--- src/rtl/aipp_temporal_token_issuer_if.sv ---
// Request/token bundle between the dispatcher/switch side and the temporal token issuer.
interface aipp_temporal_token_issuer_if;
   localparam int unsigned TOKEN_W  = 128;
   localparam int unsigned CREDIT_W = 4;
   localparam int unsigned SEQ_W    = 16;

   logic                req_valid;
   logic                req_ready;
   logic                revoke;
   logic [TOKEN_W-1:0]  token_out;
   logic                token_active;
   logic [CREDIT_W-1:0] credits;
   logic [SEQ_W-1:0]    seq_num;
   logic                expired_pulse;
   logic                revoked_pulse;

   modport master (
      output req_valid, revoke,
      input  req_ready, token_out, token_active, credits, seq_num,
             expired_pulse, revoked_pulse
   );

   modport slave (
      input  req_valid, revoke,
      output req_ready, token_out, token_active, credits, seq_num,
             expired_pulse, revoked_pulse
   );
endinterface

--- src/rtl/aipp_temporal_token_issuer.sv ---
// Credit-metered issuer of the 128-bit temporal token: grant window, forced-zero cooldown,
// and a refilling power-credit bucket.
module aipp_temporal_token_issuer #(
   parameter int unsigned WINDOW_CYCLES   = 64,
   parameter int unsigned COOLDOWN_CYCLES = 16,
   parameter int unsigned CREDIT_MAX      = 8,
   parameter int unsigned REFILL_PERIOD   = 32
) (
   input  logic                         clk,
   input  logic                         rst_n,
   aipp_temporal_token_issuer_if.slave  bus
);
   localparam int unsigned TS_W    = 32;
   localparam int unsigned SEQ_W   = 16;
   localparam int unsigned CRED_W  = 4;
   localparam int unsigned TOKEN_W = 128;
   localparam int unsigned CNT_MAX = (WINDOW_CYCLES > COOLDOWN_CYCLES) ? WINDOW_CYCLES : COOLDOWN_CYCLES;
   localparam int unsigned CNT_W   = $clog2(CNT_MAX + 1);
   localparam int unsigned REF_W   = $clog2(REFILL_PERIOD);
   localparam logic [15:0] MAGIC   = 16'hA11D;

   typedef enum logic [1:0] {IDLE, HOLD, COOLDOWN} state_t;

   state_t             state_q;
   logic [TS_W-1:0]    ts_q;
   logic [REF_W-1:0]   refill_q;
   logic [CRED_W-1:0]  credits_q;
   logic [CRED_W-1:0]  credits_d;
   logic [SEQ_W-1:0]   seq_q;
   logic [SEQ_W-1:0]   seq_inc;
   logic [CNT_W-1:0]   cnt_q;
   logic [TOKEN_W-1:0] token_q;
   logic [TOKEN_W-1:0] token_d;
   logic [TS_W-1:0]    expiry;
   logic               active_q;
   logic               expired_q;
   logic               revoked_q;
   logic               req_ready_c;
   logic               handshake;
   logic               refill_wrap;
   logic               hold_exit;

   // Readiness depends on registered state plus the live revoke input.
   assign req_ready_c = (state_q == IDLE) && (credits_q != '0) && !bus.revoke;
   assign handshake   = bus.req_valid && req_ready_c;
   assign refill_wrap = (refill_q == REF_W'(REFILL_PERIOD - 1));
   assign hold_exit   = bus.revoke || !bus.req_valid || (cnt_q == CNT_W'(WINDOW_CYCLES - 1));
   assign seq_inc     = seq_q + SEQ_W'(1);
   assign expiry      = ts_q + TS_W'(WINDOW_CYCLES);
   assign token_d     = {28'd0, credits_d, ts_q, expiry, seq_inc, MAGIC};

   // A handshake and a refill in the same cycle cancel out.
   always_comb begin
      credits_d = credits_q;
      if (handshake && !refill_wrap) begin
         credits_d = credits_q - CRED_W'(1);
      end else if (refill_wrap && !handshake && (credits_q != CRED_W'(CREDIT_MAX))) begin
         credits_d = credits_q + CRED_W'(1);
      end
   end

   always_ff @(posedge clk or negedge rst_n) begin
      if (!rst_n) begin
         state_q   <= IDLE;
         ts_q      <= '0;
         refill_q  <= '0;
         credits_q <= CRED_W'(CREDIT_MAX);
         seq_q     <= '0;
         cnt_q     <= '0;
         token_q   <= '0;
         active_q  <= 1'b0;
         expired_q <= 1'b0;
         revoked_q <= 1'b0;
      end else begin
         ts_q      <= ts_q + TS_W'(1);
         refill_q  <= refill_wrap ? '0 : refill_q + REF_W'(1);
         credits_q <= credits_d;
         expired_q <= 1'b0;
         revoked_q <= 1'b0;
         case (state_q)
            IDLE: begin
               cnt_q <= '0;
               if (handshake) begin
                  state_q  <= HOLD;
                  seq_q    <= seq_inc;
                  token_q  <= token_d;
                  active_q <= 1'b1;
               end
            end
            HOLD: begin
               if (hold_exit) begin
                  // Priority revoke > release > timeout; only timeout or revoke pulse.
                  state_q   <= COOLDOWN;
                  cnt_q     <= '0;
                  token_q   <= '0;
                  active_q  <= 1'b0;
                  revoked_q <= bus.revoke;
                  expired_q <= !bus.revoke && bus.req_valid;
               end else begin
                  cnt_q <= cnt_q + CNT_W'(1);
               end
            end
            COOLDOWN: begin
               if (cnt_q == CNT_W'(COOLDOWN_CYCLES - 1)) begin
                  state_q <= IDLE;
                  cnt_q   <= '0;
               end else begin
                  cnt_q <= cnt_q + CNT_W'(1);
               end
            end
            default: begin
               state_q  <= IDLE;
               cnt_q    <= '0;
               token_q  <= '0;
               active_q <= 1'b0;
            end
         endcase
      end
   end

   assign bus.req_ready     = req_ready_c;
   assign bus.token_out     = token_q;
   assign bus.token_active  = active_q;
   assign bus.credits       = credits_q;
   assign bus.seq_num       = seq_q;
   assign bus.expired_pulse = expired_q;
   assign bus.revoked_pulse = revoked_q;
endmodule
--- src/flat_wrapper.sv ---
// flat-port wrapper written by rule: the top's interface ports become plain ports
module aipp_temporal_token_issuer_flat 
#(
   parameter int unsigned WINDOW_CYCLES   = 64,
   parameter int unsigned COOLDOWN_CYCLES = 16,
   parameter int unsigned CREDIT_MAX      = 8,
   parameter int unsigned REFILL_PERIOD   = 32
)
  (clk, rst_n, bus_req_valid, bus_revoke, bus_req_ready, bus_token_out, bus_token_active, bus_credits, bus_seq_num, bus_expired_pulse, bus_revoked_pulse);
  aipp_temporal_token_issuer_if bus_i ();
  input  logic clk;
  input  logic rst_n;
  input wire logic [$bits(bus_i.req_valid)-1:0] bus_req_valid;
  input wire logic [$bits(bus_i.revoke)-1:0] bus_revoke;
  output wire logic [$bits(bus_i.req_ready)-1:0] bus_req_ready;
  output wire logic [$bits(bus_i.token_out)-1:0] bus_token_out;
  output wire logic [$bits(bus_i.token_active)-1:0] bus_token_active;
  output wire logic [$bits(bus_i.credits)-1:0] bus_credits;
  output wire logic [$bits(bus_i.seq_num)-1:0] bus_seq_num;
  output wire logic [$bits(bus_i.expired_pulse)-1:0] bus_expired_pulse;
  output wire logic [$bits(bus_i.revoked_pulse)-1:0] bus_revoked_pulse;
  assign bus_i.req_valid = bus_req_valid;
  assign bus_i.revoke = bus_revoke;
  assign bus_req_ready = bus_i.req_ready;
  assign bus_token_out = bus_i.token_out;
  assign bus_token_active = bus_i.token_active;
  assign bus_credits = bus_i.credits;
  assign bus_seq_num = bus_i.seq_num;
  assign bus_expired_pulse = bus_i.expired_pulse;
  assign bus_revoked_pulse = bus_i.revoked_pulse;
  aipp_temporal_token_issuer #(.WINDOW_CYCLES(WINDOW_CYCLES), .COOLDOWN_CYCLES(COOLDOWN_CYCLES), .CREDIT_MAX(CREDIT_MAX), .REFILL_PERIOD(REFILL_PERIOD)) u_core (.clk(clk), .rst_n(rst_n), .bus(bus_i));
endmodule
--- config.mk ---
export PLATFORM = sky130hd
export DESIGN_NAME = aipp_temporal_token_issuer_flat
export DESIGN_NICKNAME = d
export VERILOG_FILES = /design/src/rtl/aipp_temporal_token_issuer_if.sv /design/src/rtl/aipp_temporal_token_issuer.sv /design/src/flat_wrapper.sv
export SDC_FILE = /design/constraint.sdc
export NUM_CORES = 1
export LEC_CHECK = 0
export ABC_AREA = 1
export CORE_MARGIN = 5
export CORE_UTILIZATION = 53
export CTS_BUF_LIST = sky130_fd_sc_hd__clkbuf_8
export CTS_CLUSTER_SIZE = 24
export DETAILED_ROUTE_END_ITERATION = 12
export PLACE_DENSITY = 0.82
export REMOVE_ABC_BUFFERS = 1
export SKIP_CTS_REPAIR_TIMING = 1
export SLEW_MARGIN = 20
export SYNTH_ARGS = -nofsm -noshare
export SYNTH_HDL_FRONTEND = slang
export SYNTH_SLANG_ARGS = --single-unit
export TNS_END_PERCENT = 5
--- constraint.sdc ---
create_clock -name clk -period 2.11 [get_ports clk]
set_input_delay 0.3165 -clock clk [delete_from_list [all_inputs] [get_ports clk]]
set_output_delay 0.3165 -clock clk [all_outputs]
set_load 0.02 [all_outputs]
# Yosys cells after proc, flatten, opt, wreduce, memory -nomap -nowiden
# Index checks and enable logic that the tools add are counted.
dict set report word_totals {
  ff_bits 197
  latchBits 0
  ramBits 0
  mem_bits_ro 0
  in_bits 4
  output_inout_bits 152
  wordCells 65
  n_memories 0
}
dict set report op_classes {
  addsub 7
  multipliers 0
  div_mod_pow 0
  magnitude_cmp 0
  eq_ne 9
  shift 0
  mux 20
  bitwise_logic 1
  n_reduce_logical 18
}
# op n
set ops {}
lappend ops {{128-bit one-hot mux with 3 select lines} 1}
lappend ops {{128-bit 2-to-1 mux} 2}
lappend ops {{32-bit by 1-bit adder with 32-bit output, second input constant} 1}
lappend ops {{32-bit by 7-bit adder with 32-bit output, second input constant} 1}
lappend ops {{16-bit by 1-bit adder with 16-bit output, second input constant} 1}
lappend ops {{7-bit 2-to-1 mux} 2}
lappend ops {{7-bit one-hot mux with 2 select lines} 1}
lappend ops {{4-bit 2-to-1 mux} 2}
lappend ops {{7-bit by 1-bit adder with 7-bit output, second input constant} 1}
lappend ops {{7-bit by 4-bit equality test with 1-bit output, second input constant} 1}
lappend ops {{7-bit by 6-bit equality test with 1-bit output, second input constant} 1}
lappend ops {{1-bit logical AND} 7}
lappend ops {{1-bit 2-to-1 mux} 6}
lappend ops {{2-bit 2-to-1 mux} 3}
lappend ops {{2-bit by 1-bit inequality test with 1-bit output, second input constant} 3}
lappend ops {{2-bit one-hot mux with 3 select lines} 1}
lappend ops {{3-bit AND reduction} 2}
lappend ops {{5-bit by 1-bit adder with 5-bit output, second input constant} 1}
lappend ops {{5-bit equality test, second input constant} 1}
lappend ops {{5-bit 2-to-1 mux} 1}
lappend ops {{4-bit by 1-bit adder with 4-bit output, second input constant} 1}
lappend ops {{1-bit logical NOT} 4}
lappend ops {{4-bit inequality test, second input constant} 1}
lappend ops {{4-bit nonzero test} 1}
lappend ops {{other kinds (8)} 9}

# Longest topological paths before layout
dict set report logic_depth {
  ltp_word 11
  ltp_mapped 12
  depth_no_buf 11
}

# Least setup slack after synthesis
# No wires, ideal clock.
dict set report synth_timing {
  path_type {register to register}
  from {register u_core.credits_q[0], in the netlist u_core.bus.credits[0]}
  to {register u_core.token_q[99], in the netlist u_core.bus.token_out[99]}
  setup_ns 0.116
  t_arrival_ns 1.673
  required_ns 1.994
  slack_ns 0.320
  path_stages_with_launch 9
  path_buffers 0
  period_less_slack_ns 1.790
  path_cell_list {dfrtp_1 inv_1 ha_1 a21oi_1 nand4_1 nand3_1 nand2_1 nand2_1 nand2_1}
}
dict set report synth_between {
  elab_chain_len 11
  elab_cells_between_ends 17
  cone_classes {2 x add/sub; 2 x eq/ne; 4 x mux; 9 x reduce/logical}
}
# item line_no
set synth_lines {}
lappend synth_lines {{start, declared} aipp_temporal_token_issuer.sv:27} ;# logic [CRED_W-1:0] credits_q;
lappend synth_lines {{start signal, assigned} aipp_temporal_token_issuer.sv:67} ;# credits_q <= CRED_W'(CREDIT_MAX);
lappend synth_lines {{start signal, assigned} aipp_temporal_token_issuer.sv:77} ;# credits_q <= credits_d;
lappend synth_lines {{4-bit nonzero test (*)} aipp_temporal_token_issuer.sv:44} ;# assign req_ready_c = (state_q == IDLE) && (credits_q != '0) && !bus.revoke;
lappend synth_lines {{1-bit logical AND (*) (2 in a row)} aipp_temporal_token_issuer.sv:44}
lappend synth_lines {{net bus_req_ready} flat_wrapper.sv:15} ;# output wire logic [$bits(bus_i.req_ready)-1:0] bus_req_ready;
lappend synth_lines {{1-bit logical AND (*)} aipp_temporal_token_issuer.sv:45} ;# assign handshake = bus.req_valid && req_ready_c;
lappend synth_lines {{1-bit logical NOT} aipp_temporal_token_issuer.sv:57} ;# end else if (refill_wrap && !handshake && (credits_q != CRED_W'(CREDIT_MAX))) begin
lappend synth_lines {{1-bit logical AND (2 in a row)} aipp_temporal_token_issuer.sv:57}
lappend synth_lines {{4-bit 2-to-1 mux} aipp_temporal_token_issuer.sv:57}
lappend synth_lines {{4-bit 2-to-1 mux (*)} aipp_temporal_token_issuer.sv:55} ;# if (handshake && !refill_wrap) begin
lappend synth_lines {{net u_core.credits_d[3]} aipp_temporal_token_issuer.sv:28} ;# logic [CRED_W-1:0] credits_d;
lappend synth_lines {{128-bit 2-to-1 mux (*)} aipp_temporal_token_issuer.sv:83} ;# if (handshake) begin
lappend synth_lines {{128-bit one-hot mux with 3 select lines (*)} aipp_temporal_token_issuer.sv:80} ;# case (state_q)
lappend synth_lines {{end signal, assigned} aipp_temporal_token_issuer.sv:86} ;# token_q <= token_d;
lappend synth_lines {{end, declared} aipp_temporal_token_issuer.sv:32} ;# logic [TOKEN_W-1:0] token_q;
# Mark *: on every way through the listed nets, which the timed path passes. The rest lies on a longest branch. The select of a mux whose other input is x is not followed.
# A chain may end at the register's enable or synchronous reset.

# Worst setup path in the final report
dict set report layout_timing {
  from {register u_core.state_q[0]}
  to {output port bus_req_ready}
}
dict set report layout_between {
  elab_chain_len 3
}
# item line_no
set layout_lines {}
lappend layout_lines {{start, declared} aipp_temporal_token_issuer.sv:24} ;# state_t state_q;
lappend layout_lines {{start signal, assigned} aipp_temporal_token_issuer.sv:64} ;# state_q <= IDLE;
lappend layout_lines {{start signal, assigned} aipp_temporal_token_issuer.sv:84} ;# state_q <= HOLD;
lappend layout_lines {{start signal, assigned} aipp_temporal_token_issuer.sv:93} ;# state_q <= COOLDOWN;
lappend layout_lines {{2-bit logical NOT} aipp_temporal_token_issuer.sv:44}
lappend layout_lines {{1-bit logical AND (2 in a row)} aipp_temporal_token_issuer.sv:44}
lappend layout_lines {{end, declared} flat_wrapper.sv:15}
# No other way between the ends.

==> results.md <==
* Rows at 42
* Max Root-Sink Buffers at 2
* Ports at 156
* Die area at 0.01587 mm^2
* Simple-Gate Fraction of Synth Area at 0.2366
* Worst r2r src: u_core.ts_q[6]$_DFF_PN0_
* Endpoints failing setup at 0
* Share of cells above drive strength 1 at 0.06571
* Leakage at 4.081 nW
* Crit. End Element: output pin
* FF+latch count, synth at 147
* Total power at 7.243 mW
* Area of the mapped netlist at 0.007128 mm^2
* Routed Antenna Nets at 0
* Drt drc at 0
* CP required at 1.79 ns
* Sink Count at 147
* Area grow syn2layout at 22.03%
* Commonest non-fill, non-tap cells in the layout: nand2_1 (285), dfrtp_1 (146), clkdlybuf4s50_1 (116)
* Slew Viols, Final at 0
* Vias per std cell at 4.929
* Initial antenna violation count at 0
* N_diodes at 0
* Max-cap check violation count at 0
* Total gr overflow at 0
* Worst Path Arrival at 1.68 ns
* Setup crit start kind: flip-flop
* Worst hold-check path type: primary input to asynchronous set/reset pin
* Reg clk slew, reported paths at 0.08 ns
* Synth Area per Inst at 8.446 um^2
* Drt wl/cell at 13.80 um
* Crit path from: u_core.state_q[0]$_DFFE_PN0P_
* Htree depth at 4
* WHS at 0.3524 ns
* Clk root buf: clkbuf_8
* Largest family of logic cells by synthesized area: simple AND/OR/NAND/NOR gates
* Clock power share at 0.268
* GRT Total Usage at 0.2051
* Vias in the first global route at 5635
* Initial Util at 0.5404
* Kind of critical path: flip-flop to output pin
* Compound-Gate Fraction of Synth Area at 0.05828
* Final HPWL DP at 11620 um
* Die width at 126.0 um
* Fmax at 0.5012 GHz
* Unique masters post-synth at 31
* Psw at 2.588 mW
* Vias after detailed routing at 5668
* Design area at 0.008698 mm^2
* Drt initial violations at 363
* Flop2flop setup slack at 0.22 ns
* Reg power frac at 0.439
* Commonest non-fill, non-tap cell in the layout: nand2_1
* Fin crit share at 0.9455
* Worst skew pair latency at 0.44 ns
* RePlAce Congestion at 0.9148
* Num CTS Buffers at 17
* Crit path to: bus_req_ready
* Fin crit period at 1.995 ns
* Area post-placement at 0.008339 mm^2
* Port Buf Inserts at 118
* Largest net degree at the start of global routing at 44
* Max VDD drop at 0.0005877 V
* Final net count at 977
* Logic pwr share at 0.293
* Adder-cell share of the synthesized area at 0.02106
* Pre-Repair DR Iteration Count at 6
* Die height at 126.0 um
* Mux cell area share after synthesis at 0
* CTS tree: built
* Final Skew at 0.008793 ns
* Switch share at 0.3573
* FF-to-FF path depth at 8
* RSZ-0062 raised after global routing: yes
* First-pass GRT wire length at 26950 um
* Internal power at 4.655 mW
* Cells after Synth at 844
* CP Max Fanout at 4
* Status: complete, no violations
* Sequential area share after synthesis at 0.5162
* Reg2reg end: u_core.ts_q[20]$_DFF_PN0_
* Total routed wirelength at 15870 um
* Power Density at 832.7 mW/mm^2
* Synth Area in XOR/XNOR at 0.06021
* Fin. Hold Viols at 0
* YS warnings at 0
* Core area at 0.01319 mm^2
-- state kept, by name, indices dropped and copies added, names as in the netlist --
register and flops:
u_core.bus.token_out 79, u_core.ts_q 32, u_core.bus.seq_num 16, u_core.cnt_q 7, u_core.refill_q 5, u_core.bus.credits 4, u_core.state_q 2, u_core.bus.expired_pulse 1
u_core.bus.revoked_pulse 1
-- final cells by class --
cell class,count,area (um^2)
inverters,67,254.0
multi-input cells,591,2823
repair buffers,137,1373
clock buffers,19,261.5
clock inverters,13,87.58
fillers,1072,4492
flip-flops and latches,147,3680
well taps,176,220.2
-- cell families after synthesis --
group | Yosys count
other | 1
AO/OA/AOI/OAI | 83
flip-flops | 147
buffers and inverters | 142
XOR/XNOR | 49
adder cells (fa/ha/maj) | 12
AND/OR/NAND/NOR | 410
-- per-stage QoR --
stage               instances   TNS [ns]  setup slack (ns)    util
floorplan                 805     -39.10           -0.5058       -
global placement         1117          0            0.1444  0.6322
detailed placement       1117          0            0.1019  0.6322
CTS                      1149    -0.3451           -0.3451  0.6587
global route             1150  -0.009745         -0.009745  0.6595
finish                   1150          0            0.1149  0.6595
-- critical path: stages, from the launching register on --
cell      delay [ns]
dfrtp_1         0.38
inv_1           0.13
ha_1            0.27
nand2_1         0.10
a21oi_1         0.17
clkbuf_2        0.20
-- synth_stat cells, drive strengths merged --
| cell | instances | share of area |
|---|---|---|
| a21oi | 6 | 0.0042 |
| nor2 | 66 | 0.037 |
| nor3 | 7 | 0.0065 |
| nor3b | 3 | 0.0032 |
| conb | 1 | 0.00053 |
| dfrtp | 146 | 0.51 |
| nand3 | 35 | 0.026 |
| clkbuf | 11 | 0.0060 |
| buf | 64 | 0.066 |
| nand4 | 8 | 0.0091 |
| nor4 | 1 | 0.00088 |
| ha | 12 | 0.021 |
| clkinv | 1 | 0.00053 |
| xor2 | 41 | 0.050 |
| nand2 | 288 | 0.15 |
| inv | 66 | 0.035 |
| o21ai | 77 | 0.054 |
| xnor2 | 8 | 0.0098 |
| and2 | 2 | 0.0018 |
| dfstp | 1 | 0.0037 |
-- layer usage --
layer	global-route usage	share of wire
met1	0.2816	0.46
met2	0.3305	0.47
met4	0.05994	0.013
met5	0	0
met3	0.04488	0.059
-- power by group through the flow --
| stage | logic (mW) | registers, mW | clock network (mW) |
|---|---|---|---|
| after floorplan | 0.898 | 3.45 | 0 |
| after global placement | 2.10 | 3.23 | 0 |
| final | 2.12 | 3.18 | 1.94 |
| after CTS | 2.15 | 3.18 | 1.97 |
| after global routing | 2.34 | 3.21 | 2.07 |
| after detailed placement | 2.14 | 3.24 | 0 |
-- how the worst min path moves through the flow --
stage	to	slack (ns)	cells past startpoint	from
after floorplan	u_core.bus.credits[0]$_DFF_PN0_	0.02	0	rst_n
after global placement	u_core.cnt_q[1]$_DFF_PN0_	0.25	1	rst_n
after detailed placement	u_core.cnt_q[1]$_DFF_PN0_	0.25	1	rst_n
after CTS	u_core.cnt_q[1]$_DFF_PN0_	-0.22	1	rst_n
after global routing	u_core.cnt_q[1]$_DFF_PN0_	0.39	2	rst_n
final	u_core.cnt_q[1]$_DFF_PN0_	0.35	2	rst_n
Power figures use the tool's default switching activity.
